**config.mk**
```make
export PLATFORM = sky130hd
export DESIGN_NAME = i2c_master_fsm
export DESIGN_NICKNAME = d
export VERILOG_FILES = /design/src/rtl/i2c_pkg.sv /design/src/rtl/i2c_phase_gen.sv /design/src/rtl/i2c_master_fsm.sv
export SDC_FILE = /design/constraint.sdc
export NUM_CORES = 1
export LEC_CHECK = 0
export CAP_MARGIN = 20
export CORE_ASPECT_RATIO = 0.5
export CORE_MARGIN = 5
export CORE_UTILIZATION = 35
export CTS_BUF_LIST = sky130_fd_sc_hd__clkbuf_4
export CTS_CLUSTER_DIAMETER = 60
export DETAILED_ROUTE_END_ITERATION = 10
export PLACE_DENSITY = 0.62
export SYNTH_ARGS = -nofsm -noshare
export SYNTH_HDL_FRONTEND = slang
export SYNTH_SLANG_ARGS = --single-unit
```
**constraint.sdc**
```tcl
create_clock -name clk -period 2.59 [get_ports clk]
set_input_delay 0.259 -clock clk [delete_from_list [all_inputs] [get_ports clk]]
set_output_delay 0.259 -clock clk [all_outputs]
set_load 0.01 [all_outputs]
```
**src/rtl/i2c_pkg.sv**
```systemverilog
// Shared types for the I2C master: FSM states, bit-cell quarter-phases and default widths.
// Used by i2c_phase_gen and i2c_master_fsm (optional clock stretching: I2C_MASTER_CLK_STRETCH_EN).
package i2c_pkg;

  localparam int I2C_ADDR_LEN = 7;
  localparam int I2C_DATA_LEN = 8;

  typedef enum logic [3:0] {
    IDLE,
    START,
    ADDR,
    ADDR_ACK,
    WR_DATA,
    WR_ACK,
    RD_DATA,
    RD_ACK,
    STOP
  } i2c_state_e;

  typedef enum logic [1:0] {
    Q0,
    Q1,
    Q2,
    Q3
  } i2c_phase_e;

endpackage

```
**src/rtl/i2c_phase_gen.sv**
```systemverilog
// Divides clk into SCL quarter-phases Q0..Q3 and strobes the end of each quarter and bit cell.
// With I2C_MASTER_CLK_STRETCH_EN defined, Q2 timing is held while the slave keeps SCL low.
module i2c_phase_gen
  import i2c_pkg::*;
#(
  parameter int CLK_DIV = 16
) (
  input  logic       clk,
  input  logic       rst_n,
  input  logic       en,
  input  logic       scl_in,
  output i2c_phase_e phase_o,
  output logic       q_end_o,
  output logic       phase_end_o
);

  localparam int CW = $clog2(CLK_DIV);
  localparam logic [CW-1:0] DIV_MAX = CW'(CLK_DIV - 1);

  logic [CW-1:0] div_q, div_d;
  i2c_phase_e    phase_q, phase_d;
  logic          hold;

`ifdef I2C_MASTER_CLK_STRETCH_EN
  // SCL is released in Q2; a low line means the slave is stretching, so restart Q2 timing.
  assign hold = (phase_q == Q2) && !scl_in;
`else
  logic unused_scl_in;
  assign unused_scl_in = scl_in;
  assign hold = 1'b0;
`endif

  assign phase_o     = phase_q;
  assign q_end_o     = en && !hold && (div_q == DIV_MAX);
  assign phase_end_o = q_end_o && (phase_q == Q3);

  always_comb begin
    div_d   = div_q;
    phase_d = phase_q;
    if (!en) begin
      div_d   = '0;
      phase_d = Q0;
    end else if (hold) begin
      div_d = '0;
    end else if (div_q == DIV_MAX) begin
      div_d   = '0;
      phase_d = i2c_phase_e'(phase_q + 2'd1);
    end else begin
      div_d = div_q + CW'(1);
    end
  end

  always_ff @(posedge clk or negedge rst_n) begin
    if (!rst_n) begin
      div_q   <= '0;
      phase_q <= Q0;
    end else begin
      div_q   <= div_d;
      phase_q <= phase_d;
    end
  end

endmodule

```
**src/rtl/i2c_master_fsm.sv**
```systemverilog
// Single-transaction I2C master: START, address+R/W, two data bytes, STOP, open-drain outputs.
// Define I2C_MASTER_CLK_STRETCH_EN to let a slave stretch SCL during the high phase.
module i2c_master_fsm
  import i2c_pkg::*;
#(
  parameter int ADDR_LEN = I2C_ADDR_LEN,
  parameter int DATA_LEN = I2C_DATA_LEN,
  parameter int CLK_DIV  = 16
) (
  input  logic                clk,
  input  logic                rst_n,
  input  logic                start,
  input  logic                rw,
  input  logic [ADDR_LEN-1:0] addr,
  input  logic [DATA_LEN-1:0] wr_data1,
  input  logic [DATA_LEN-1:0] wr_data2,
  output logic [DATA_LEN-1:0] rd_data1,
  output logic [DATA_LEN-1:0] rd_data2,
  output logic                busy,
  output logic                done,
  output logic                nack,
  output logic                scl_oe,
  output logic                sda_oe,
  input  logic                scl_in,
  input  logic                sda_in
);

  i2c_state_e          state_q, state_d;
  logic [2:0]          bit_q, bit_d;
  logic                byte_q, byte_d;
  logic [DATA_LEN-1:0] shift_q, shift_d;
  logic                rw_q, rw_d;
  logic [ADDR_LEN-1:0] addr_q, addr_d;
  logic [DATA_LEN-1:0] wr1_q, wr1_d, wr2_q, wr2_d;
  logic [DATA_LEN-1:0] rd1_q, rd1_d, rd2_q, rd2_d;
  logic                nack_q, nack_d, busy_q, busy_d, done_q, done_d;

  i2c_phase_e phase;
  logic       q_end, phase_end, sample, low_half;

  i2c_phase_gen #(.CLK_DIV(CLK_DIV)) u_phase_gen (
    .clk        (clk),
    .rst_n      (rst_n),
    .en         (state_q != IDLE),
    .scl_in     (scl_in),
    .phase_o    (phase),
    .q_end_o    (q_end),
    .phase_end_o(phase_end)
  );

  assign sample   = q_end && (phase == Q2);
  assign low_half = (phase == Q0) || (phase == Q1);

  assign rd_data1 = rd1_q;
  assign rd_data2 = rd2_q;
  assign busy     = busy_q;
  assign done     = done_q;
  assign nack     = nack_q;

  always_comb begin
    state_d = state_q;
    bit_d   = bit_q;
    byte_d  = byte_q;
    shift_d = shift_q;
    rw_d    = rw_q;
    addr_d  = addr_q;
    wr1_d   = wr1_q;
    wr2_d   = wr2_q;
    rd1_d   = rd1_q;
    rd2_d   = rd2_q;
    nack_d  = nack_q;
    busy_d  = busy_q;
    done_d  = 1'b0;
    case (state_q)
      IDLE: if (start) begin
        rw_d    = rw;
        addr_d  = addr;
        wr1_d   = wr_data1;
        wr2_d   = wr_data2;
        nack_d  = 1'b0;
        busy_d  = 1'b1;
        state_d = START;
      end
      START: if (phase_end) begin
        state_d = ADDR;
        bit_d   = 3'd7;
        byte_d  = 1'b0;
        shift_d = {addr_q, rw_q};
      end
      ADDR, WR_DATA: if (phase_end) begin
        if (bit_q == 3'd0) begin
          state_d = (state_q == ADDR) ? ADDR_ACK : WR_ACK;
        end else begin
          bit_d   = bit_q - 3'd1;
          shift_d = shift_q << 1;
        end
      end
      ADDR_ACK: begin
        if (sample && sda_in) nack_d = 1'b1;
        if (phase_end) begin
          bit_d = 3'd7;
          if (nack_q)    state_d = STOP;
          else if (rw_q) state_d = RD_DATA;
          else begin
            state_d = WR_DATA;
            shift_d = wr1_q;
          end
        end
      end
      WR_ACK: begin
        if (sample && sda_in) nack_d = 1'b1;
        if (phase_end) begin
          if (nack_q || byte_q) state_d = STOP;
          else begin
            state_d = WR_DATA;
            byte_d  = 1'b1;
            bit_d   = 3'd7;
            shift_d = wr2_q;
          end
        end
      end
      RD_DATA: begin
        if (sample) shift_d = {shift_q[DATA_LEN-2:0], sda_in};
        if (phase_end) begin
          if (bit_q == 3'd0) state_d = RD_ACK;
          else               bit_d   = bit_q - 3'd1;
        end
      end
      RD_ACK: if (phase_end) begin
        if (!byte_q) begin
          rd1_d   = shift_q;
          byte_d  = 1'b1;
          bit_d   = 3'd7;
          state_d = RD_DATA;
        end else begin
          rd2_d   = shift_q;
          state_d = STOP;
        end
      end
      STOP: if (phase_end) begin
        done_d  = 1'b1;
        busy_d  = 1'b0;
        state_d = IDLE;
      end
      default: state_d = IDLE;
    endcase
  end

  // Line drive is decoded from state so an asynchronous reset releases the bus at once.
  always_comb begin
    scl_oe = 1'b0;
    sda_oe = 1'b0;
    case (state_q)
      IDLE:  ;
      START: sda_oe = !low_half;
      ADDR, WR_DATA: begin
        scl_oe = low_half;
        sda_oe = !shift_q[DATA_LEN-1];
      end
      RD_ACK: begin
        scl_oe = low_half;
        sda_oe = !byte_q;
      end
      STOP: begin
        scl_oe = low_half;
        sda_oe = (phase != Q3);
      end
      default: scl_oe = low_half;
    endcase
  end

  always_ff @(posedge clk or negedge rst_n) begin
    if (!rst_n) begin
      state_q <= IDLE;
      bit_q   <= 3'd0;
      byte_q  <= 1'b0;
      shift_q <= '0;
      rw_q    <= 1'b0;
      addr_q  <= '0;
      wr1_q   <= '0;
      wr2_q   <= '0;
      rd1_q   <= '0;
      rd2_q   <= '0;
      nack_q  <= 1'b0;
      busy_q  <= 1'b0;
      done_q  <= 1'b0;
    end else begin
      state_q <= state_d;
      bit_q   <= bit_d;
      byte_q  <= byte_d;
      shift_q <= shift_d;
      rw_q    <= rw_d;
      addr_q  <= addr_d;
      wr1_q   <= wr1_d;
      wr2_q   <= wr2_d;
      rd1_q   <= rd1_d;
      rd2_q   <= rd2_d;
      nack_q  <= nack_d;
      busy_q  <= busy_d;
      done_q  <= done_d;
    end
  end

endmodule

```
=== Yosys cells after proc, flatten, opt, wreduce, memory -nomap -nowiden ===
Cells that the tools add are included.

* Register bits: 65
* Bits in latches: 0
* Memory bits (writable): 0
* ROM bits: 0
* Input bits: 29
* Output and inout bits: 21
* Word-level logic and storage cells: 137
* Memories: 0

* $add $sub $neg: 3
* $mul: 0
* Divide/modulo/power cells: 0
* Order comparisons: 0
* Eq/ne operators: 34
* Shift operators: 0
* Multiplexer cells: 52
* Bitwise operators: 1
* Reduce and logical (&&, ||, !) cells: 32

{| class="wikitable"
|+ Operators with widths
! operator !! number
|-
| two-way mux 8 bit || 9
|-
| two-way mux 4 bit || 15
|-
| case mux 8 bit (5 select lines) || 1
|-
| inequality test 2 bit (second input constant) || 19
|-
| case mux 4 bit (8 select lines) || 1
|-
| two-way mux 3 bit || 8
|-
| AND reduction 10 bit || 2
|-
| equality test 4 x 3 -> 1 bit (second input constant) || 4
|-
| case mux 3 bit (4 select lines) || 1
|-
| AND reduction 3 bit || 4
|-
| two-way mux 1 bit || 10
|-
| equality test 4 x 2 -> 1 bit (second input constant) || 2
|-
| equality test 4 bit (second input constant) || 2
|-
| AND reduction 8 bit || 1
|-
| nonzero test 4 bit || 2
|-
| OR reduction 2 bit || 4
|-
| two-way mux 2 bit || 3
|-
| inequality test 2 x 1 -> 1 bit (second input constant) || 3
|-
| AND reduction 5 bit || 1
|-
| nonzero test 5 bit || 1
|-
| adder 4 x 1 -> 4 bit (second input constant) || 1
|-
| equality test 2 bit (second input constant) || 2
|-
| equality test 4 x 1 -> 1 bit (second input constant) || 1
|-
| logical AND 1 bit || 4
|-
| 16 further kinds || 21
|}

=== Logic depth before layout (Yosys ltp) ===
* Depth in word-level cells: 6
* Mapped depth: 6
* Gate-level depth less buffers: 6

=== Cells and area by module ===
From an unflattened synthesis, not the netlist that was laid out.

* Cell total of the unflattened synthesis: 280
* Area total of the unflattened synthesis: 3228.1 um^2

{| class="wikitable"
|+ By module, submodules not included
! module !! times used !! cells each !! area each (um^2) !! sequential area each (um^2)
|-
| i2c_master_fsm || 1 || 255 || 2925.3 || 1476.4
|-
| i2c_phase_gen || 1 || 25 || 302.8 || 150.1
|}

=== Worst setup path before layout ===
OpenSTA, ideal clock, no wires.

* Path kind: reg2reg
* Start point: register bit_q[0]
* End point: register shift_q[0]
* Library setup time: 0.125 ns
* Data arrival time: 1.837 ns
* Data required time: 2.465 ns
* Setup slack: 0.628 ns
* Stages on the path, launching flop included: 7
* Path buffers: 0
* Clock period less this slack: 1.962 ns
* Cell sequence: dfrtp_1 -> inv_1 -> ha_1 -> nor2b_1 -> a2111oi_4 -> o2111ai_4 -> mux2_2

* Word-level cells in the longest chain between the ends: 3

{| class="wikitable"
|+ Ends and longest elaborated chain
! item !! RTL line !! RTL
|-
| from (decl) || i2c_master_fsm.sv:29 || <nowiki>logic [2:0] bit_q, bit_d;</nowiki>
|-
| from (signal assigned) || i2c_master_fsm.sv:189 || <nowiki>bit_q <= bit_d;</nowiki>
|-
| zero test 3 bit || i2c_master_fsm.sv:91 || <nowiki>if (bit_q == 3'd0) begin</nowiki>
|-
| inequality test 2 bit (no line) || -- ||
|-
| AND reduction 10 bit (no line) || -- ||
|-
| to (signal assigned) || i2c_master_fsm.sv:191 || <nowiki>shift_q <= shift_d;</nowiki>
|-
| to (decl) || i2c_master_fsm.sv:31 || <nowiki>logic [DATA_LEN-1:0] shift_q, shift_d;</nowiki>
|}

Every way passes these cells.
A chain may end at the register's enable or synchronous reset.

=== Final worst setup path ===
* Start point: register state_q[1]
* End point: output scl_oe

* Word-level cells in the longest chain between the ends: 3
* Elaborated cells between the ends (all ways): 4
* Those cells by class: 1 x eq/ne; 1 x mux; 2 x reduce/logical

{| class="wikitable"
|+ Ends and longest elaborated chain
! item !! RTL line !! RTL
|-
| from (decl) || i2c_master_fsm.sv:28 || <nowiki>i2c_state_e state_q, state_d;</nowiki>
|-
| from (signal assigned) || i2c_master_fsm.sv:188 || <nowiki>state_q <= state_d;</nowiki>
|-
| equality test 4 x 1 -> 1 bit or zero test 4 bit (tied branches) || i2c_master_fsm.sv:153 || <nowiki>case (state_q)</nowiki>
|-
| OR reduction 2 bit (no line) (*) || -- ||
|-
| two-way mux 1 bit (*) || i2c_master_fsm.sv:153 ||
|-
| to (decl) || i2c_master_fsm.sv:22 || <nowiki>output logic scl_oe,</nowiki>
|}

Mark *: on every way between the ends. The rest lies on a longest branch, timed or not.

==> results.md <==
- I/O pin count: 50
- Chip height: 80.6 µm
- Synth-to-layout area growth: 22.6%
- CP Cell Sequence: buf_4 > or2_2 > o22a_1 > clkdlybuf4s50_1
- Synth Area in Simple Gates: 13.9%
- Relative slew slack: 44.7%
- CP endpoint kind: primary output
- Post-Syn Area: around 3500 µm²
- R2r setup slk: 0.40 ns
- P per Cell Area: 430 nW/µm²
- Clk pin slew, worst setup/hold paths: roughly 0.11 ns
- Max-cap violations: 0
- Setup TNS: 0 ns
- Pins Over Slew Limit: 0
- DRC: 0
- Floorplan core area: 9570 µm²
- Syn_nets: 331
- Fraction of layout cells with a size suffix above 1: 23.3%
- Worst-Margin Slew: 0.828 ns
- Main combinational cell family by area after synthesis: multiplexers
- # rows: 25
- Total global-route track usage: around 15%
- Post-synthesis xor/xnor area fraction: 1.25%
- Slowest cell on crit path: dfrtp_2
- Vias in the first global route: approximately 2,600
- FILL cells: 901
- Post-layout net count: 383
- Crit path kind: flip-flop to primary output
- Hold WC Path Type: input pin to async pin
- Post-Synth Adder-Cell Area: 2.51%
- Compound-Gate Fraction of Synth Area: 15.3%
- Port-buffer cells: 48
- CP bufs+invs: 2
- Top sig layer: met4
- Clock skew: 0.0101 ns
- Worst endpoint required time: roughly 2.3 ns
- Clock buffer count from CTS: 9
- ANT cells: 0
- First-pass GRT wire length: 13,900 µm
- First-pass detailed-route iteration total: 5
- Final worst path period share: 94.1%
- Library cells used by synthesis: 57
- Crit path DAT: 2.18 ns
- Clock latency on the worst-skew pair: 0.44 ns
- Pin count of the biggest net entering global routing: 27
- H-tree depth: 3
- Met3 WL: 270 µm
- DR vias: about 2,500
- LEAKAGE: approximately 1.9 nW
- Fin crit period: 2.44 ns
- Most common cell after layout, fill and taps aside: dfrtp_1
- Total Die Area: 12,200 µm²
- Max incr delay on CP: 0.50 ns
- WL met1: 3750 µm
- VDD IR max: 196 µV
- Root Driver: clkbuf_4
- Post-CTS Setup Inserts: 0
- Initial drt markers: 259
- Mux cell area share after synthesis: 16.9%
- Highest Clock Rate: 0.410 GHz
- Grt total ovfl: 0
- Number of synthesized register bits: 65
- Routed len/inst: approximately 17 µm
- Mapped Cells: 295
- Outcome: finished clean
- Post-synth ARST share: between 90% and 100%
- Worst setup SP type: flip-flop
- Die X: 151 µm
- Antenna violations before repair: 0
- Count of final setup violators: 0
- Post-synth EDFFs: 0
- Syn Area/Cell: 11.8 µm²
- Top FF cell, synth: dfrtp_1
- RSZ-0062 raised after global routing: false
- TritonCTS clock tree: built
- Metal2 WL: 3980 µm
- Final hold violations: 0
- Setup WS pre-CTS: 0.274 ns
- Worst-path fanout max: 18
- Max Buffers Root-to-Sink: 2
- Routed vias/inst: 5.22
- Final worst setup slack: 0.154 ns
- Initial Utilization: 36.5%
- Wirelength, routed: 8140 µm
- CTS Sinks: 65
- Commonest non-fill, non-tap cells in the layout: dfrtp_1, clkdlybuf4s50_1, mux2_2, a22oi_1
- GP Congestion: between 0.8 and 0.9
- Sequential share of the synthesized area: 46.6%
- Detailed placement HPWL: 5890 µm
- Crit path max-delay family: buffers and inverters
- Synth Warn #: 0
- Antenna-violating nets left: 0
## power by group
part           total, W  switching [W]  internal, W  leakage, nW
clock network  0.000686       0.000393     0.000293       0.0741
registers       0.00103      0.0000101      0.00102        0.859
logic          0.000123      0.0000586    0.0000646        0.961
total           0.00184       0.000462      0.00138         1.89
## per-stage QoR
| stage | utilization [%] | hold slack [ns] | area, µm² | instances | total power [W] |
|---|---|---|---|---|---|
| after detailed placement | 43.2 | 0.280 | 4130 | 470 | 0.00118 |
| final | 44.7 | 0.318 | 4280 | 487 | 0.00184 |
| after global placement | 43.2 | 0.259 | 4130 | 470 | 0.00117 |
| after CTS | 44.7 | 0.305 | 4280 | 487 | 0.00188 |
| after floorplan | - | -0.0366 | 3490 | 295 | 0.00109 |
| after global routing | 44.7 | 0.366 | 4280 | 487 | 0.00193 |
## path summary, 6_finish.rpt
check	startpoint	endpoint	depth (start not counted)
max	state_q[1]$_DFFE_PN0P_	scl_oe	4
min	rst_n	wr1_q[2]$_DFFE_PN0P_	2
max reg2reg	state_q[2]$_DFFE_PN0P_	bit_q[2]$_DFFE_PN0P_	5
min reg2reg	u_phase_gen.div_q[0]$_DFF_PN0_	u_phase_gen.div_q[0]$_DFF_PN0_	1
max in group asynchronous	rst_n	rd_data2[5]$_DFFE_PN0P_	3
min in group clk	wr_data2[0]	wr2_q[0]$_DFFE_PN0P_	2
## sequential cells by signal (all words and copies together) (netlist names)
signal,cells
rd_data1,8
rd_data2,8
shift_q,8
wr1_q,8
wr2_q,8
addr_q,7
state_q,4
u_phase_gen.div_q,4
bit_q,3
u_phase_gen.phase_o,2
busy,1
byte_q,1
done,1
nack,1
rw_q,1
## worst reg2reg max path, stage by stage, from the launching register on
cell	delay, ns
dfrtp_2	0.52
buf_4	0.29
nor2b_1	0.59
a311oi_1	0.24
nor2b_1	0.21
a22o_1	0.22
## synth_stat cells, types with 3 or more instances
cell type / number / share of area, %
nor2_1: 10 / 1.1
a311oi_1: 3 / 0.75
a211oi_1: 3 / 0.64
nor3_1: 7 / 1.0
o211ai_1: 7 / 1.5
mux2_4: 8 / 3.4
o21ai_0: 12 / 1.7
and3_1: 7 / 1.3
a211o_1: 3 / 0.75
o31ai_1: 3 / 0.64
a21oi_1: 3 / 0.43
a22oi_1: 16 / 3.4
ha_1: 7 / 2.5
clkbuf_1: 11 / 1.2
nand2b_1: 3 / 0.54
nand3_1: 3 / 0.43
buf_2: 6 / 0.86
inv_1: 8 / 0.86
nor2b_1: 7 / 1.3
mux2_2: 34 / 11
mux2_1: 7 / 2.3
nand2_1: 10 / 1.1
dfrtp_1: 65 / 47
xnor2_1: 3 / 0.75
nor3b_1: 10 / 2.1
## kinds of logic after synthesis
family	Yosys count
DFF	65
and+or+nand+nor	74
AOI/OAI and AO/OA	66
buffers and inverters	28
adders and majority gates	7
xor gates and xnor gates	5
muxes	50
## area by class of cell
cell class	instances	area, µm²	share of cell area [%]
Timing Repair Buffer	61	574	13.4
Clock inverter	7	68.8	1.61
Tap cell	135	169	3.95
Multi-Input combinational cell	202	1740	40.7
Clock buffer	9	67.6	1.58
Inverter	8	30.0	0.702
Sequential cell	65	1630	38.1
## layer usage
metal / GRT usage [%] / vias up
met1: 19.3 / 1274
met4: 5.15 / 0
met5: 0 / -
li1: - / 1207
met3: 3.89 / 13
met2: 23.4 / 47
## timing repair
item | in CTS | in global routing
endpoints found under the hold margin | 23 | 0
gates resized for setup | 2 | 1
setup endpoints to repair | 1 | 1
hold buffers | 1 | 0
Note: power is estimated with default switching activity, not from simulation.
